**config.mk**
```make
export PLATFORM = sky130hd
export DESIGN_NAME = pipelined_adder_nbit
export DESIGN_NICKNAME = d
export VERILOG_FILES = /design/src/rtl/pipelined_adder_nbit.sv
export SDC_FILE = /design/constraint.sdc
export NUM_CORES = 1
export LEC_CHECK = 0
export BUFFER_PORTS_ARGS = -buffer_cell sky130_fd_sc_hd__buf_2
export CORE_MARGIN = 4
export CORE_UTILIZATION = 45
export CTS_CLUSTER_DIAMETER = 30
export DETAILED_ROUTE_END_ITERATION = 12
export SYNTH_ARGS = -nofsm -noshare
export SYNTH_HDL_FRONTEND = slang
export SYNTH_SLANG_ARGS = --single-unit
export TNS_END_PERCENT = 5
```
**constraint.sdc**
```tcl
create_clock -name clk -period 5.2 [get_ports clk]
set_clock_uncertainty 0.05 [all_clocks]
set_input_delay 0.78 -clock clk [delete_from_list [all_inputs] [get_ports clk]]
set_output_delay 0.78 -clock clk [all_outputs]
set_load 0.005 [all_outputs]
```
**src/rtl/pipelined_adder_nbit.sv**
```systemverilog
// -----------------------------------------------------------------------------
// pipelined_adder_nbit
//
// Purpose
//   N-bit add/subtract unit built from ripple-carry slices spread over S
//   pipeline stages (W = N/S bits per stage). Each operation selects add
//   (a + b + c_in) or subtract (a - b, done as a + ~b + 1). A signed-overflow
//   flag is produced alongside the carry out. Valid/ready handshaking on both
//   sides lets a consumer apply backpressure; the whole pipeline stalls as a
//   unit while the output is held.
//
//   N must be a multiple of S, with 1 <= S <= N.
//
// Parameters
//   N          operand/result width in bits
//   S          number of pipeline stages
//
// Ports
//   clk        rising-edge clock
//   rst_n      asynchronous active-low reset
//   in_valid   operation present on a/b/c_in/sub
//   in_ready   unit accepts an operation this cycle (combinational)
//   a, b       N-bit operands (unsigned or two's complement)
//   c_in       carry-in, used only when sub = 0
//   sub        0: a + b + c_in, 1: a - b
//   out_valid  result present on sum/c_out/ovf
//   out_ready  consumer accepts the result this cycle
//   sum        N-bit result, modulo 2^N
//   c_out      carry out of bit N-1 (for subtract, 1 = no borrow)
//   ovf        signed overflow: carry into bit N-1 XOR carry out of bit N-1
// -----------------------------------------------------------------------------
module pipelined_adder_nbit #(
   parameter int N = 32,
   parameter int S = 4
) (
   input  logic         clk,
   input  logic         rst_n,
   input  logic         in_valid,
   output logic         in_ready,
   input  logic [N-1:0] a,
   input  logic [N-1:0] b,
   input  logic         c_in,
   input  logic         sub,
   output logic         out_valid,
   input  logic         out_ready,
   output logic [N-1:0] sum,
   output logic         c_out,
   output logic         ovf
);

   localparam int W = N / S;

   logic         advance;
   logic [N-1:0] b_eff;
   logic         cin_eff;

   // The pipeline moves as one: it shifts whenever the output slot is empty
   // or being drained. No bubble collapsing, so a bubble costs a slot.
   assign advance  = !out_valid || out_ready;
   assign in_ready = advance;

   // Subtraction is a + ~b + 1; c_in is ignored in that mode.
   assign b_eff   = sub ? ~b : b;
   assign cin_eff = sub ? 1'b1 : c_in;

   // Bit-serial ripple across one W-bit slice; returns {carry_out, sum}.
   function automatic logic [W:0] ripple(input logic [W-1:0] x,
                                         input logic [W-1:0] y,
                                         input logic         ci);
      logic         c;
      logic [W-1:0] s;
      c = ci;
      s = '0;
      for (int i = 0; i < W; i++) begin
         s[i] = x[i] ^ y[i] ^ c;
         c    = (x[i] & y[i]) | (c & (x[i] ^ y[i]));
      end
      return {c, s};
   endfunction

   for (genvar k = 0; k < S; k++) begin : g_stage
      // Width of the operand bits that later stages still have to sum.
      localparam int REM_W = N - (k + 1) * W;

      logic [W-1:0]         a_sl;
      logic [W-1:0]         b_sl;
      logic                 c_sl;
      logic                 vld_in;
      logic [W:0]           slice;
      logic [(k+1)*W-1:0]   sum_nxt;

      logic                 vld_p;
      logic                 carry_p;
      logic [(k+1)*W-1:0]   sum_p;

      // ---- stage k inputs: from the ports for k = 0, else from stage k-1 ----
      if (k == 0) begin : g_src
         assign a_sl    = a[W-1:0];
         assign b_sl    = b_eff[W-1:0];
         assign c_sl    = cin_eff;
         assign vld_in  = in_valid && in_ready;
         assign slice   = ripple(a_sl, b_sl, c_sl);
         assign sum_nxt = slice[W-1:0];
      end else begin : g_src
         assign a_sl    = g_stage[k-1].g_rem.rem_a_p[W-1:0];
         assign b_sl    = g_stage[k-1].g_rem.rem_b_p[W-1:0];
         assign c_sl    = g_stage[k-1].carry_p;
         assign vld_in  = g_stage[k-1].vld_p;
         assign slice   = ripple(a_sl, b_sl, c_sl);
         // Partial sum grows by one slice per stage, new slice on top.
         assign sum_nxt = {slice[W-1:0], g_stage[k-1].sum_p};
      end

      // ---- stage k register: partial sum, stage carry, valid ----
      always_ff @(posedge clk or negedge rst_n) begin
         if (!rst_n) begin
            vld_p   <= 1'b0;
            carry_p <= 1'b0;
            sum_p   <= '0;
         end else if (advance) begin
            vld_p   <= vld_in;
            carry_p <= slice[W];
            sum_p   <= sum_nxt;
         end
      end

      if (k < S - 1) begin : g_rem
         // Upper operand slices not yet summed travel with the partial sum;
         // each stage drops the W bits it has just consumed.
         logic [REM_W-1:0] rem_a_nxt;
         logic [REM_W-1:0] rem_b_nxt;
         logic [REM_W-1:0] rem_a_p;
         logic [REM_W-1:0] rem_b_p;

         if (k == 0) begin : g_fwd
            assign rem_a_nxt = a[N-1:W];
            assign rem_b_nxt = b_eff[N-1:W];
         end else begin : g_fwd
            assign rem_a_nxt = g_stage[k-1].g_rem.rem_a_p[REM_W+W-1:W];
            assign rem_b_nxt = g_stage[k-1].g_rem.rem_b_p[REM_W+W-1:W];
         end

         always_ff @(posedge clk or negedge rst_n) begin
            if (!rst_n) begin
               rem_a_p <= '0;
               rem_b_p <= '0;
            end else if (advance) begin
               rem_a_p <= rem_a_nxt;
               rem_b_p <= rem_b_nxt;
            end
         end
      end else begin : g_last
         logic c_msb;
         logic ovf_p;

         // Carry into the MSB recovered from the MSB sum bit:
         // s = x ^ y ^ cin  =>  cin = x ^ y ^ s.
         assign c_msb = a_sl[W-1] ^ b_sl[W-1] ^ slice[W-1];

         // ---- final stage: overflow flag registered with the result ----
         always_ff @(posedge clk or negedge rst_n) begin
            if (!rst_n) begin
               ovf_p <= 1'b0;
            end else if (advance) begin
               ovf_p <= c_msb ^ slice[W];
            end
         end

         assign out_valid = vld_p;
         assign sum       = sum_p;
         assign c_out     = carry_p;
         assign ovf       = ovf_p;
      end
   end

endmodule
```
; Word-level counts from Yosys, hierarchy flattened
; Cells that the tools add are included.
[classes]
n_reduce_logical = 3
bitwise = 163
muxes = 2
[op_table]
columns = operator, n
row1 = 1-bit bitwise XOR, 66
row2 = 1-bit AND, 64
row3 = 32-bit 2-to-1 mux, 1
row4 = 32-bit inverter, 1
row5 = 1-bit OR, 32
row6 = 1-bit logical AND, 1
row7 = 1-bit zero test, 1
row8 = 1-bit logical OR, 1
row9 = 1-bit 2-to-1 mux, 1
[word_totals]
regBits = 185
input_bits = 70

; Depth between registers and ports, before layout
; Gate-level depths: netlist (run 1).
[logic_depth]
word_depth = 19
mapped_depth = 14
mapped_depth_nobuf = 13

; Least setup slack after synthesis (run 1)
; Ideal clock, no wire load.
[synth_timing]
path_kind = input-to-reg
startpoint = input sub
endpoint = register g_stage[0].sum_p[7]
setup_ns = 0.125
required_time_ns = 5.025
setup_slack_ns = 0.467
path_stages = 14
arrival_ns = 4.558
cell_sequence = buf_2 > buf_2 > xor2_1 > fa_1 > inv_1 > fa_1 > fa_1 > fa_1 > fa_1 > fa_1 > fa_1 > inv_1 > fa_1 > mux2_2
[synth_via]
elab_chain_len = 17
elab_cells_between_ends = 32
classes_between = mux: 2 / bitwise: 30
[synth_rtl]
columns = element, line
row1 = start: declaration, 43  ; input logic sub,
row2 = 32-bit 2-to-1 mux, 63  ; assign b_eff = sub ? ~b : b;
row3 = 1-bit bitwise XOR, 76  ; c = (x[i] & y[i]) | (c & (x[i] ^ y[i]));
row4 = 1-bit AND, 76
row5 = 1-bit OR, 76
row6 = 1-bit AND, 76
row7 = 1-bit OR, 76
row8 = 1-bit AND, 76
row9 = 1-bit OR, 76
row10 = [2 not listed], n/a
row11 = 1-bit AND, 76
row12 = 1-bit OR, 76
row13 = 1-bit AND, 76
row14 = 1-bit OR, 76
row15 = 1-bit AND, 76
row16 = 1-bit OR, 76
row17 = 1-bit bitwise XOR (*), 75  ; s[i] = x[i] ^ y[i] ^ c;
row18 = net g_stage[0].slice[7], 89  ; logic [W:0] slice;
row19 = end signal: assignment, 123  ; sum_p <= sum_nxt;
row20 = end: declaration, 94  ; logic [(k+1)*W-1:0] sum_p;
; The timed path passes the listed nets; every way through them passes the cells marked *.
; A chain may end at the register's enable or synchronous reset.

; Worst setup path in the final report (run 1)
[layout_timing]
startpoint = register g_stage[2].carry_p
endpoint = register g_stage[3].g_last.ovf_p (netlist: ovf)
[layout_via]
elab_chain_len = 17
elab_cells_between_ends = 19
classes_between = bitwise: 19
[layout_rtl]
columns = element, line
row1 = start: declaration, 93  ; logic carry_p;
row2 = start signal: assignment, 122  ; carry_p <= slice[W];
row3 = 1-bit AND (*), 76
row4 = 1-bit OR (*), 76
row5 = 1-bit AND (*), 76
row6 = 1-bit OR (*), 76
row7 = 1-bit AND (*), 76
row8 = 1-bit OR (*), 76
row9 = 1-bit AND (*), 76
row10 = 1-bit OR (*), 76
row11 = 1-bit AND (*), 76
row12 = 1-bit OR (*), 76
row13 = 1-bit AND (*), 76
row14 = 1-bit OR (*), 76
row15 = 1-bit AND (*), 76
row16 = 1-bit OR (*), 76
row17 = 1-bit bitwise XOR or 1-bit AND (tied branches), "75, 76"
row18 = 1-bit bitwise XOR or 1-bit OR (tied branches), "158, 76"
row19 = 1-bit bitwise XOR (*), 165  ; ovf_p <= c_msb ^ slice[W];
row20 = end signal: assignment, 165
row21 = end: declaration, 154  ; logic ovf_p;
; Mark *: on every way between the ends. The rest lies on a longest branch, timed or not.

==> results.json, run 1 <==
{
  "final_area_um2": 9316,
  "p_clk_frac": 0.239,
  "cp_top_family": "adder cells",
  "async_reset_ff_frac": 1.000,
  "clkSlewWorstSetupHoldPaths_ns": 0.07,
  "yosysMostFrequentCell": "dfrtp_1",
  "vdd_drop_max_mv": 0.2552,
  "rows": 48,
  "vias": 4149,
  "synth_seq_cells": 185,
  "multiInputGateArea_um2": 3074,
  "cts-htree-levels": 4,
  "cts_setup_buffers": 0,
  "antenna_found_initial": 0,
  "combPwrFrac": 0.323,
  "drt_pass1_iterations": 4,
  "dr.first_iter.drc_count": 166,
  "synth_seq_area_share": 0.5761,
  "synth-edff-count": 0,
  "die_h_um": 141.6,
  "synth_top_flop_cell": "dfrtp_1",
  "wl_per_cell_um": 16.46,
  "crit_top_cell": "fa_1",
  "place.gp.congestion": 0.7742,
  "drv_slew": 0,
  "worstPathCellList": "inv_1, fa_1, inv_1, fa_1, fa_1, fa_1, fa_1, fa_1, fa_1, inv_1, fa_1, xor3_1, mux2_2",
  "critPathMaxStageDelay_ns": 0.45,
  "final_nets": 713,
  "period_share": 0.8423,
  "io_buffers": 105,
  "grt_pass1_vias": 4535,
  "placed_cells": 816,
  "drive_gt1_frac": 0.5008,
  "hold_viol": 0,
  "path_buf_inv": 3,
  "numClockSinks": 185,
  "synth_cell_types": 20,
  "switching_share": 0.2897,
  "switchingPower_mw": 1.621,
  "p_seq_frac": 0.438,
  "numCtsBuffers": 17,
  "clock_path_buffers": 2,
  "grt_max_degree": 100,
  "leakage_nw": 4.137,
  "initial_utilization": 0.4614,
  "regArea_um2": 4629,
  "fin_cells": 849,
  "postPlaceCellArea_um2": 8695,
  "avgViaCountPerCell": 4.887,
  "yosys.area.top_type": "dfrtp_1",
  "cts_tree": "built",
  "insertion_delay_ns": 0.42,
  "cp_max_fo": 2,
  "outcome": "completed",
  "layout_min_cycle_time_ns": 4.380,
  "fillCellCount": 1480,
  "final_util": 0.5349,
  "crit_path_start_kind": "flop",
  "tns_ns": 0,
  "totalWireLength_mm": 13.97,
  "cp_slowest_cell": "fa_1",
  "fmax_mhz": 228.3,
  "syn2layout_area_growth_pct": 15.95,
  "syn_avg_cell_area_um2": 15.85,
  "regToRegSetupSlack_ns": 0.82,
  "die_w_um": 141.6,
  "syn-num-nets": 610,
  "cts_root_buf": "clkbuf_16",
  "arrival_ns": 4.63,
  "hpwl_mm": 9.393,
  "hold_buffers": 0,
  "grt_pass1_wl_mm": 23.73,
  "power.total_mw": 5.597,
  "fp.coreArea_um2": 17420,
  "syn-instance-count": 507,
  "grt.total_usage": 0.1519,
  "overflow": 0,
  "io_pins": 106,
  "p_per_area_nw_per_um2": 600.8,
  "remaining_drc_errors": 0,
  "relSlewSlack": 0.3100,
  "yosys.area.top_type_share": 0.5761,
  "synth_area_um2": 8035,
  "synth_warnings": 0,
  "tightest_slew_ns": 1.033,
  "synth_commonest_cells": "185 x dfrtp_1, 165 x mux2_2, 32 x fa_1",
  "p_int_mw": 3.976,
  "setup_violations": 0,
  "holdCritPathClass": "primary input to async pin",
  "cp-end-kind": "flop",
  "drv_cap": 0,
  "cts-resized-gates": 0,
  "crit_required_ns": 5.45,
  "ant_nets": 0,
  "criticalPathCategory": "flop to flop",
  "synth_area_leaders": "dfrtp_1 58%, mux2_2 23%, fa_1 8.0%, xor2_1 2.6%, buf_6 1.8%",
  "grt_setup_unrepaired": "false",
  "dieArea_um2": 20060
}
## kinds of logic after synthesis
family / synth area share
DFF: 0.5761
muxes: 0.2400
buffers and inverters: 0.04126
xor gates and xnor gates: 0.03784
adders and majority gates: 0.08128
and+or+nand+nor: 0.01542
AOI/OAI and AO/OA: 0.008097
## layout make-up
type	count	area share
Timing Repair Buffer	110	0.06406
Tap cell	225	0.03022
Antenna cell	1	0.0002686
Multi-Input combinational cell	266	0.3300
Inverter	30	0.01209
Clock buffer	19	0.04862
Clock inverter	13	0.01786
Sequential cell	185	0.4969
## worst reg2reg max path, cell delays in order (launching register included)
cell	delay (ns)
dfrtp_1	0.36
inv_1	0.09
fa_1	0.18
inv_1	0.05
fa_1	0.37
fa_1	0.39
fa_1	0.42
fa_1	0.42
fa_1	0.42
fa_1	0.37
inv_1	0.09
fa_1	0.45
xor3_1	0.35
mux2_2	0.26
## layout by cell type (no fill, tap or decap), types with 3 or more instances in the layout
cell type   instances
a21oi_1            13
buf_2             104
buf_4               3
bufinv_16           3
clkbuf_16          17
clkbuf_8            3
clkinvlp_4          3
dfrtp_1           185
fa_1               32
inv_1              29
inv_6               3
mux2_2            165
mux2i_1             4
nor3b_1            13
xnor2_1             8
xor2_1             24
## flip-flops by register name (all words and copies together), names as in the netlist
register / flops
g_stage.g_rem.rem_b_p: 48
g_stage.g_rem.rem_a_p: 48
out_valid: 1
c_out: 1
g_stage.carry_p: 3
g_stage.vld_p: 3
sum: 32
ovf: 1
g_stage.sum_p: 48
## per-stage QoR
step / hold slack [ns] / worst slack (ns)
floorplan: 0.3785 / 0.4674
global placement: 0.3892 / 0.6138
detailed placement: 0.4027 / 0.5808
CTS: 0.3709 / 0.7931
global route: 0.4065 / 0.6402
finish: 0.3520 / 0.8198
## worst paths after layout
path | cells after the start | start | end
min in group clk | 1 | g_stage[2].vld_p$_DFFE_PN0N_ | out_valid$_DFFE_PN0N_
worst max-delay path | 13 | g_stage[2].carry_p$_DFFE_PN0N_ | ovf$_DFFE_PN0N_
max in group asynchronous | 2 | rst_n | g_stage[0].g_rem.rem_b_p[8]$_DFFE_PN0N_
worst min register to register | 1 | g_stage[2].vld_p$_DFFE_PN0N_ | out_valid$_DFFE_PN0N_
worst min-delay path | 1 | rst_n | g_stage[2].sum_p[10]$_DFFE_PN0N_
worst max register to register | 13 | g_stage[2].carry_p$_DFFE_PN0N_ | ovf$_DFFE_PN0N_
## per-layer routing
| metal | vias up | GRT usage | wire, um |
|---|---|---|---|
| met2 | 83 | 0.2436 | 6921 |
| met5 | - | 0 | 0 |
| li1 | 1909 | - | - |
| met4 | 0 | 0.05152 | 199 |
| met3 | 12 | 0.03977 | 659 |
| met1 | 2145 | 0.2023 | 6193 |
## power groups by stage
stage          combinational, mW  sequential (mW)  clock, mW
4_1_cts                     1.88             2.46       1.38
3_5_place_dp                1.87             2.49          0
5_1_grt                     2.05             2.54       1.45
3_3_place_gp                1.81             2.47          0
2_1_floorplan               1.41             2.39          0
6_report                    1.81             2.45       1.34
Power figures use the tool's default switching activity.
==> inputs of run 2 (changes only) <==
- ABC_AREA: default -> 1
- PLACE_DENSITY: default -> 0.67
- clock period: 5.2 -> 3.86 ns (I/O delays scaled with it)
==> run 2 against run 1 <==
Critical path depth is 4 higher. Register-to-register slack got worse by 0.71 ns. Clock power increased by 30%. Routed wire length is 7.6% higher. Die area is 0.97% lower. Design area down 0.85%. Sequential share of layout area increased by 0.42 points. Synthesized area fell by 1.0%. Sequential cell count is the same.
==> results.json, run 2 <==
{
  "critPathMaxStageDelay_ns": 0.44,
  "ant_nets": 0,
  "setup_violations": 0,
  "yosys.area.top_type": "dfrtp_1",
  "fp.coreArea_um2": 17300,
  "cts_root_buf": "clkbuf_16",
  "synth_seq_area_share": 0.5821,
  "dr.first_iter.drc_count": 239,
  "n_antenna_cell": 0,
  "grt.total_usage": 0.1650,
  "vias": 5270,
  "holdCritPathClass": "primary input to async pin",
  "synth-edff-count": 0,
  "postPlaceCellArea_um2": 8603,
  "synth_area_um2": 7953,
  "yosysMostFrequentCell": "nand2_1",
  "final_area_um2": 9238,
  "rows": 48,
  "initial_utilization": 0.4598,
  "fillCellCount": 1603,
  "timing.final.ws_setup_ns": 0.1049,
  "final_util": 0.5341,
  "drt_pass1_iterations": 4,
  "preCtsSetupSlack_ns": -0.3399,
  "p_int_mw": 4.755,
  "grt_max_degree": 213,
  "final_common_cell": "nand2_1",
  "grt_setup_unrepaired": "true",
  "place.gp.congestion": 0.7814,
  "drive_gt1_frac": 0.1895,
  "p_per_area_nw_per_um2": 792.5,
  "totalWireLength_mm": 15.03,
  "path_buf_inv": 4,
  "switchingPower_mw": 2.566,
  "syn2layout_area_growth_pct": 16.16,
  "tns_ns": 0,
  "wl_per_cell_um": 13.15,
  "drv_cap": 0,
  "criticalPathCategory": "flop to flop",
  "dieArea_um2": 19860,
  "insertion_delay_ns": 0.42,
  "cts-htree-levels": 4,
  "hold_buffers": 0,
  "switching_share": 0.3505,
  "arrival_ns": 4.02,
  "numCtsBuffers": 17,
  "syn_avg_cell_area_um2": 9.734,
  "drv_slew": 0,
  "clock_path_buffers": 2,
  "avgViaCountPerCell": 4.611,
  "cp_top_family": "adder cells",
  "cts_tree": "built",
  "hpwl_mm": 9.439,
  "syn-instance-count": 817,
  "die_h_um": 140.9,
  "cp_max_fo": 3,
  "yosys.area.top_type_share": 0.5821,
  "p_clk_frac": 0.237,
  "synth_area_leaders": "dfrtp_1 58%, nand2_1 17%, fa_1 8.1%, o21ai_0 4.0%, xnor2_1 3.3%",
  "synth_warnings": 0,
  "worstPathCellList": "inv_2, fa_2, inv_1, fa_2, fa_2, fa_2, fa_2, fa_2, fa_2, inv_1, fa_1, inv_1, nand2_1, nand2_1, nand2_1, nand3_1, nand2_1",
  "io_buffers": 105,
  "period_share": 0.9728,
  "outcome": "completed",
  "leakage_nw": 4.680,
  "fmax_mhz": 266.3,
  "numClockSinks": 185,
  "syn-num-nets": 920,
  "fin_cells": 1143,
  "vdd_drop_max_mv": 0.4011,
  "grt_pass1_vias": 5415,
  "cp_slowest_cell": "fa_1",
  "overflow": 0,
  "crit_top_cell": "fa_2",
  "hold_viol": 0,
  "synth_commonest_cells": "368 x nand2_1, 185 x dfrtp_1, 64 x o21ai_0",
  "p_seq_frac": 0.446,
  "tightest_slew_ns": 0.8680,
  "synth_top_flop_cell": "dfrtp_1",
  "synth_seq_cells": 185,
  "grt_pass1_wl_mm": 26.49,
  "crit_path_start_kind": "flop",
  "io_pins": 106,
  "final_cell_mix": "368 x nand2_1, 185 x dfrtp_1, 104 x buf_2, 62 x o21ai_0, 53 x inv_1",
  "die_w_um": 140.9,
  "synth_cell_types": 18,
  "relSlewSlack": 0.4214,
  "async_reset_ff_frac": 1.000,
  "combPwrFrac": 0.317,
  "final_nets": 1008,
  "remaining_drc_errors": 0,
  "clkSlewWorstSetupHoldPaths_ns": 0.07,
  "cp-end-kind": "flop",
  "top_regs": "g_stage.g_rem.rem_a_p (48), g_stage.g_rem.rem_b_p (48), g_stage.sum_p (48)",
  "crit_required_ns": 4.13,
  "layout_min_cycle_time_ns": 3.755,
  "placed_cells": 1110,
  "antenna_found_initial": 0
}
==> run 2: path summary, 6_finish.rpt <==
path | from | slack [ns] | end | cells after the start
setup / recovery | g_stage[2].carry_p$_DFFE_PN0N_ | 0.10 | ovf$_DFFE_PN0N_ | 17
hold / removal | rst_n | 0.14 | g_stage[2].sum_p[13]$_DFFE_PN0N_ | 1
setup reg to reg | g_stage[2].carry_p$_DFFE_PN0N_ | 0.10 | ovf$_DFFE_PN0N_ | 17
hold reg to reg | g_stage[0].g_rem.rem_a_p[16]$_DFFE_PN0N_ | 0.42 | g_stage[1].g_rem.rem_a_p[8]$_DFFE_PN0N_ | 2
max in group asynchronous | rst_n | 2.73 | sum[0]$_DFFE_PN0N_ | 2
min in group clk | a[18] | 0.29 | g_stage[0].g_rem.rem_a_p[10]$_DFFE_PN0N_ | 3
==> run 2: power by group through the flow <==
| stage | sequential, mW | combinational [mW] | clock (mW) |
|---|---|---|---|
| after detailed placement | 3.29 | 2.32 | 0 |
| after CTS | 3.27 | 2.36 | 1.79 |
| after global routing | 3.38 | 2.76 | 1.87 |
| after global placement | 3.27 | 2.25 | 0 |
| after floorplan | 3.21 | 1.65 | 0 |
| final | 3.27 | 2.32 | 1.74 |
==> run 2: layout make-up <==
class | count | area [um2] | area share
clock buffers | 24 | 511.7 | 0.05540
clock inverters | 8 | 82.58 | 0.008939
inverters | 57 | 216.5 | 0.02343
multi-input cells | 531 | 2884 | 0.3122
flip-flops and latches | 185 | 4629 | 0.5012
well taps | 225 | 281.5 | 0.03048
repair buffers | 113 | 631.9 | 0.06840
==> run 2: metrics by stage <==
| step | hold slack (ns) | total power, mW |
|---|---|---|
| global route | 0.1749 | 8.019 |
| detailed placement | 0.4029 | 5.610 |
| global placement | 0.3960 | 5.519 |
| CTS | 0.1690 | 7.416 |
| finish | 0.1434 | 7.321 |
| floorplan | 0.2334 | 4.858 |
==> run 2: timing repair <==
action | in CTS | in global routing
gates cloned | 0 | 0
setup endpoints to repair | 3 | 3
pin swaps | 1 | 2
resized for setup | 7 | 11
buffers inserted | 0 | 1
==> run 2: kinds of logic after synthesis <==
family | after synthesis | synth area share
DFF | 185 | 0.5821
buffers and inverters | 101 | 0.06183
AOI/OAI and AO/OA | 94 | 0.06152
adders and majority gates | 33 | 0.08213
xor gates and xnor gates | 32 | 0.03524
and+or+nand+nor | 372 | 0.1772
==> run 2: routing by layer <==
metal  part of all wire  GRT usage  vias to the layer above
li1                   -          -                     2670
met1               0.50     0.2411                     2492
met2               0.46     0.2487                       99
met3              0.042    0.04240                        9
met4             0.0061    0.04131                        0
met5                  0          0                        -
==> inputs of run 3 (changes only) <==
- CORE_ASPECT_RATIO: default -> 1.5
- CTS_CLUSTER_SIZE: default -> 8
- SLEW_MARGIN: default -> 20
==> run 3 against run 2 <==
Critical path depth down 3. Via count down 0.17%. Clock power down 8%. Die area up 0.23%. Cell count down 1.1%. Non-clock buffer count unchanged. Sequential share of layout area up 0.46 points. Critical path type is now primary input to flop. Largest cell class unchanged.
==> results.json, run 3 (same netlist as run 2, synthesis figures left out) <==
{
  "totalWireLength_mm": 15.14,
  "power.total_mw": 7.148,
  "numCtsBuffers": 17,
  "avgViaCountPerCell": 4.656,
  "leakage_nw": 4.649,
  "drv_cap": 0,
  "place.gp.congestion": 0.7640,
  "grt.total_usage": 0.1647,
  "io_buffers": 105,
  "grt_setup_unrepaired": "true",
  "fin_hold_ws_ns": 0.2263,
  "grt_pass1_vias": 5218,
  "cts_tree": "built",
  "initial_utilization": 0.4584,
  "wl_per_cell_um": 13.40,
  "syn2layout_area_growth_pct": 15.10,
  "die_h_um": 170.8,
  "drive_gt1_frac": 0.1865,
  "grt_pass1_wl_mm": 25.82,
  "hpwl_mm": 9.762,
  "layout_min_cycle_time_ns": 3.754,
  "cp_max_fo": 3,
  "cts_root_buf": "clkbuf_16",
  "die_w_um": 116.5,
  "ant_nets": 0,
  "io_pins": 106,
  "grt_max_degree": 213,
  "fp.coreArea_um2": 17350,
  "vias": 5261,
  "arrival_ns": 3.99,
  "worstPathCellList": "clkbuf_4, xor2_2, fa_2, inv_1, fa_1, fa_2, fa_2, fa_2, fa_2, fa_1, inv_1, fa_1, nand2_1, o21ai_2",
  "final_area_um2": 9154,
  "tns_ns": 0,
  "relSlewSlack": 0.4210,
  "drv_slew": 0,
  "final_common_cell": "nand2_1",
  "cp_slowest_cell": "fa_1",
  "crit_path_start_kind": "primary input",
  "criticalPathCategory": "primary input to flop",
  "crit_top_cell": "fa_2",
  "dieArea_um2": 19910,
  "vdd_drop_max_mv": 0.7505,
  "clkSlewWorstSetupHoldPaths_ns": 0.06,
  "rows": 59,
  "final_nets": 1008,
  "setup_violations": 0,
  "dr.first_iter.drc_count": 377,
  "postPlaceCellArea_um2": 8583,
  "period_share": 0.9725,
  "clock_path_buffers": 2,
  "critPathMaxStageDelay_ns": 0.41,
  "hold_viol": 0,
  "outcome": "completed",
  "p_per_area_nw_per_um2": 780.9,
  "n_antenna_cell": 0,
  "fillCellCount": 1582,
  "fmax_mhz": 266.4,
  "holdCritPathClass": "primary input to async pin",
  "antenna_found_initial": 1,
  "preCtsSetupSlack_ns": -0.3754,
  "insertion_delay_ns": 0.42,
  "cp-end-kind": "flop",
  "tightest_slew_ns": 0.8685,
  "timing.final.ws_setup_ns": 0.1061,
  "cts_setup_buffers": 0,
  "crit_required_ns": 4.10,
  "overflow": 0,
  "numClockSinks": 185,
  "remaining_drc_errors": 0,
  "final_cell_mix": "368 x nand2_1, 185 x dfrtp_1, 103 x buf_2, 62 x o21ai_0, 52 x inv_1",
  "top_regs": "g_stage.g_rem.rem_a_p (48), g_stage.g_rem.rem_b_p (48), g_stage.sum_p (48)",
  "drt_pass1_iterations": 4,
  "cts-htree-levels": 4,
  "hold_buffers": 0
}
run 3: changes by cell type in the layout (fill, tap and decap cells not counted), moves of 2 or more:
| cell | before | now |
|---|---|---|
| clkbuf_8 | 7 | 4 |
| clkinv_4 | 1 | 3 |
| fa_2 | 18 | 16 |
| fa_1 | 14 | 16 |
run 3: final timing paths:
path / depth (start not counted) / start / slack, ns / endpoint
setup / recovery: 14 / sub / 0.11 / g_stage[0].sum_p[7]$_DFFE_PN0N_
hold / removal: 1 / rst_n / 0.23 / g_stage[0].g_rem.rem_a_p[10]$_DFFE_PN0N_
setup reg to reg: 17 / g_stage[2].carry_p$_DFFE_PN0N_ / 0.12 / ovf$_DFFE_PN0N_
hold reg to reg: 2 / g_stage[0].g_rem.rem_b_p[12]$_DFFE_PN0N_ / 0.42 / g_stage[1].g_rem.rem_b_p[4]$_DFFE_PN0N_
max in group asynchronous: 2 / rst_n / 2.58 / g_stage[0].sum_p[7]$_DFFE_PN0N_
min in group clk: 3 / a[10] / 0.30 / g_stage[0].g_rem.rem_a_p[2]$_DFFE_PN0N_
run 3: worst max-delay path: cells and delay by family:
family / cells / cell delay (ns)
AO/OA/AOI/OAI: 1 / 0.05
XOR/XNOR: 1 / 0.17
adder cells (fa/ha/maj): 8 / 2.81
buffers and inverters: 3 / 0.28
AND/OR/NAND/NOR: 1 / 0.09
run 3: layout make-up:
cell class                      count  area [um2]  area share
Clock buffer                       22       474.2     0.05180
Sequential cell                   185        4629      0.5057
Clock inverter                      9       66.31    0.007244
Tap cell                          213       266.5     0.02911
Timing Repair Buffer              113       621.8     0.06793
Inverter                           57       216.5     0.02365
Multi-Input combinational cell    531        2879      0.3145
run 3: power by group:
group          leakage, nW  switching (mW)  internal (mW)
Combinational         2.14            1.35          0.928
Sequential            2.25           0.470           2.80
Clock                0.267           0.726          0.876
run 3: timing repair:
action                                  in CTS  in global routing
endpoints found under the setup margin       2                  4
resized for setup                            5                 13
endpoints found under the hold margin        0                  0
pin swaps                                    1                  2
run 3: layer usage:
layer	global-route usage	share of wire	wire length (um)
met5	0	0.0012	18
met4	0.04940	0.011	163
met3	0.03822	0.042	643
met2	0.2588	0.49	7479
met1	0.2299	0.45	6833
run 3: through the flow:
stage / utilization / std cells
floorplan: - / 817
global placement: 0.4948 / 1099
detailed placement: 0.4948 / 1099
CTS: 0.5267 / 1130
global route: 0.5277 / 1130
finish: 0.5277 / 1130
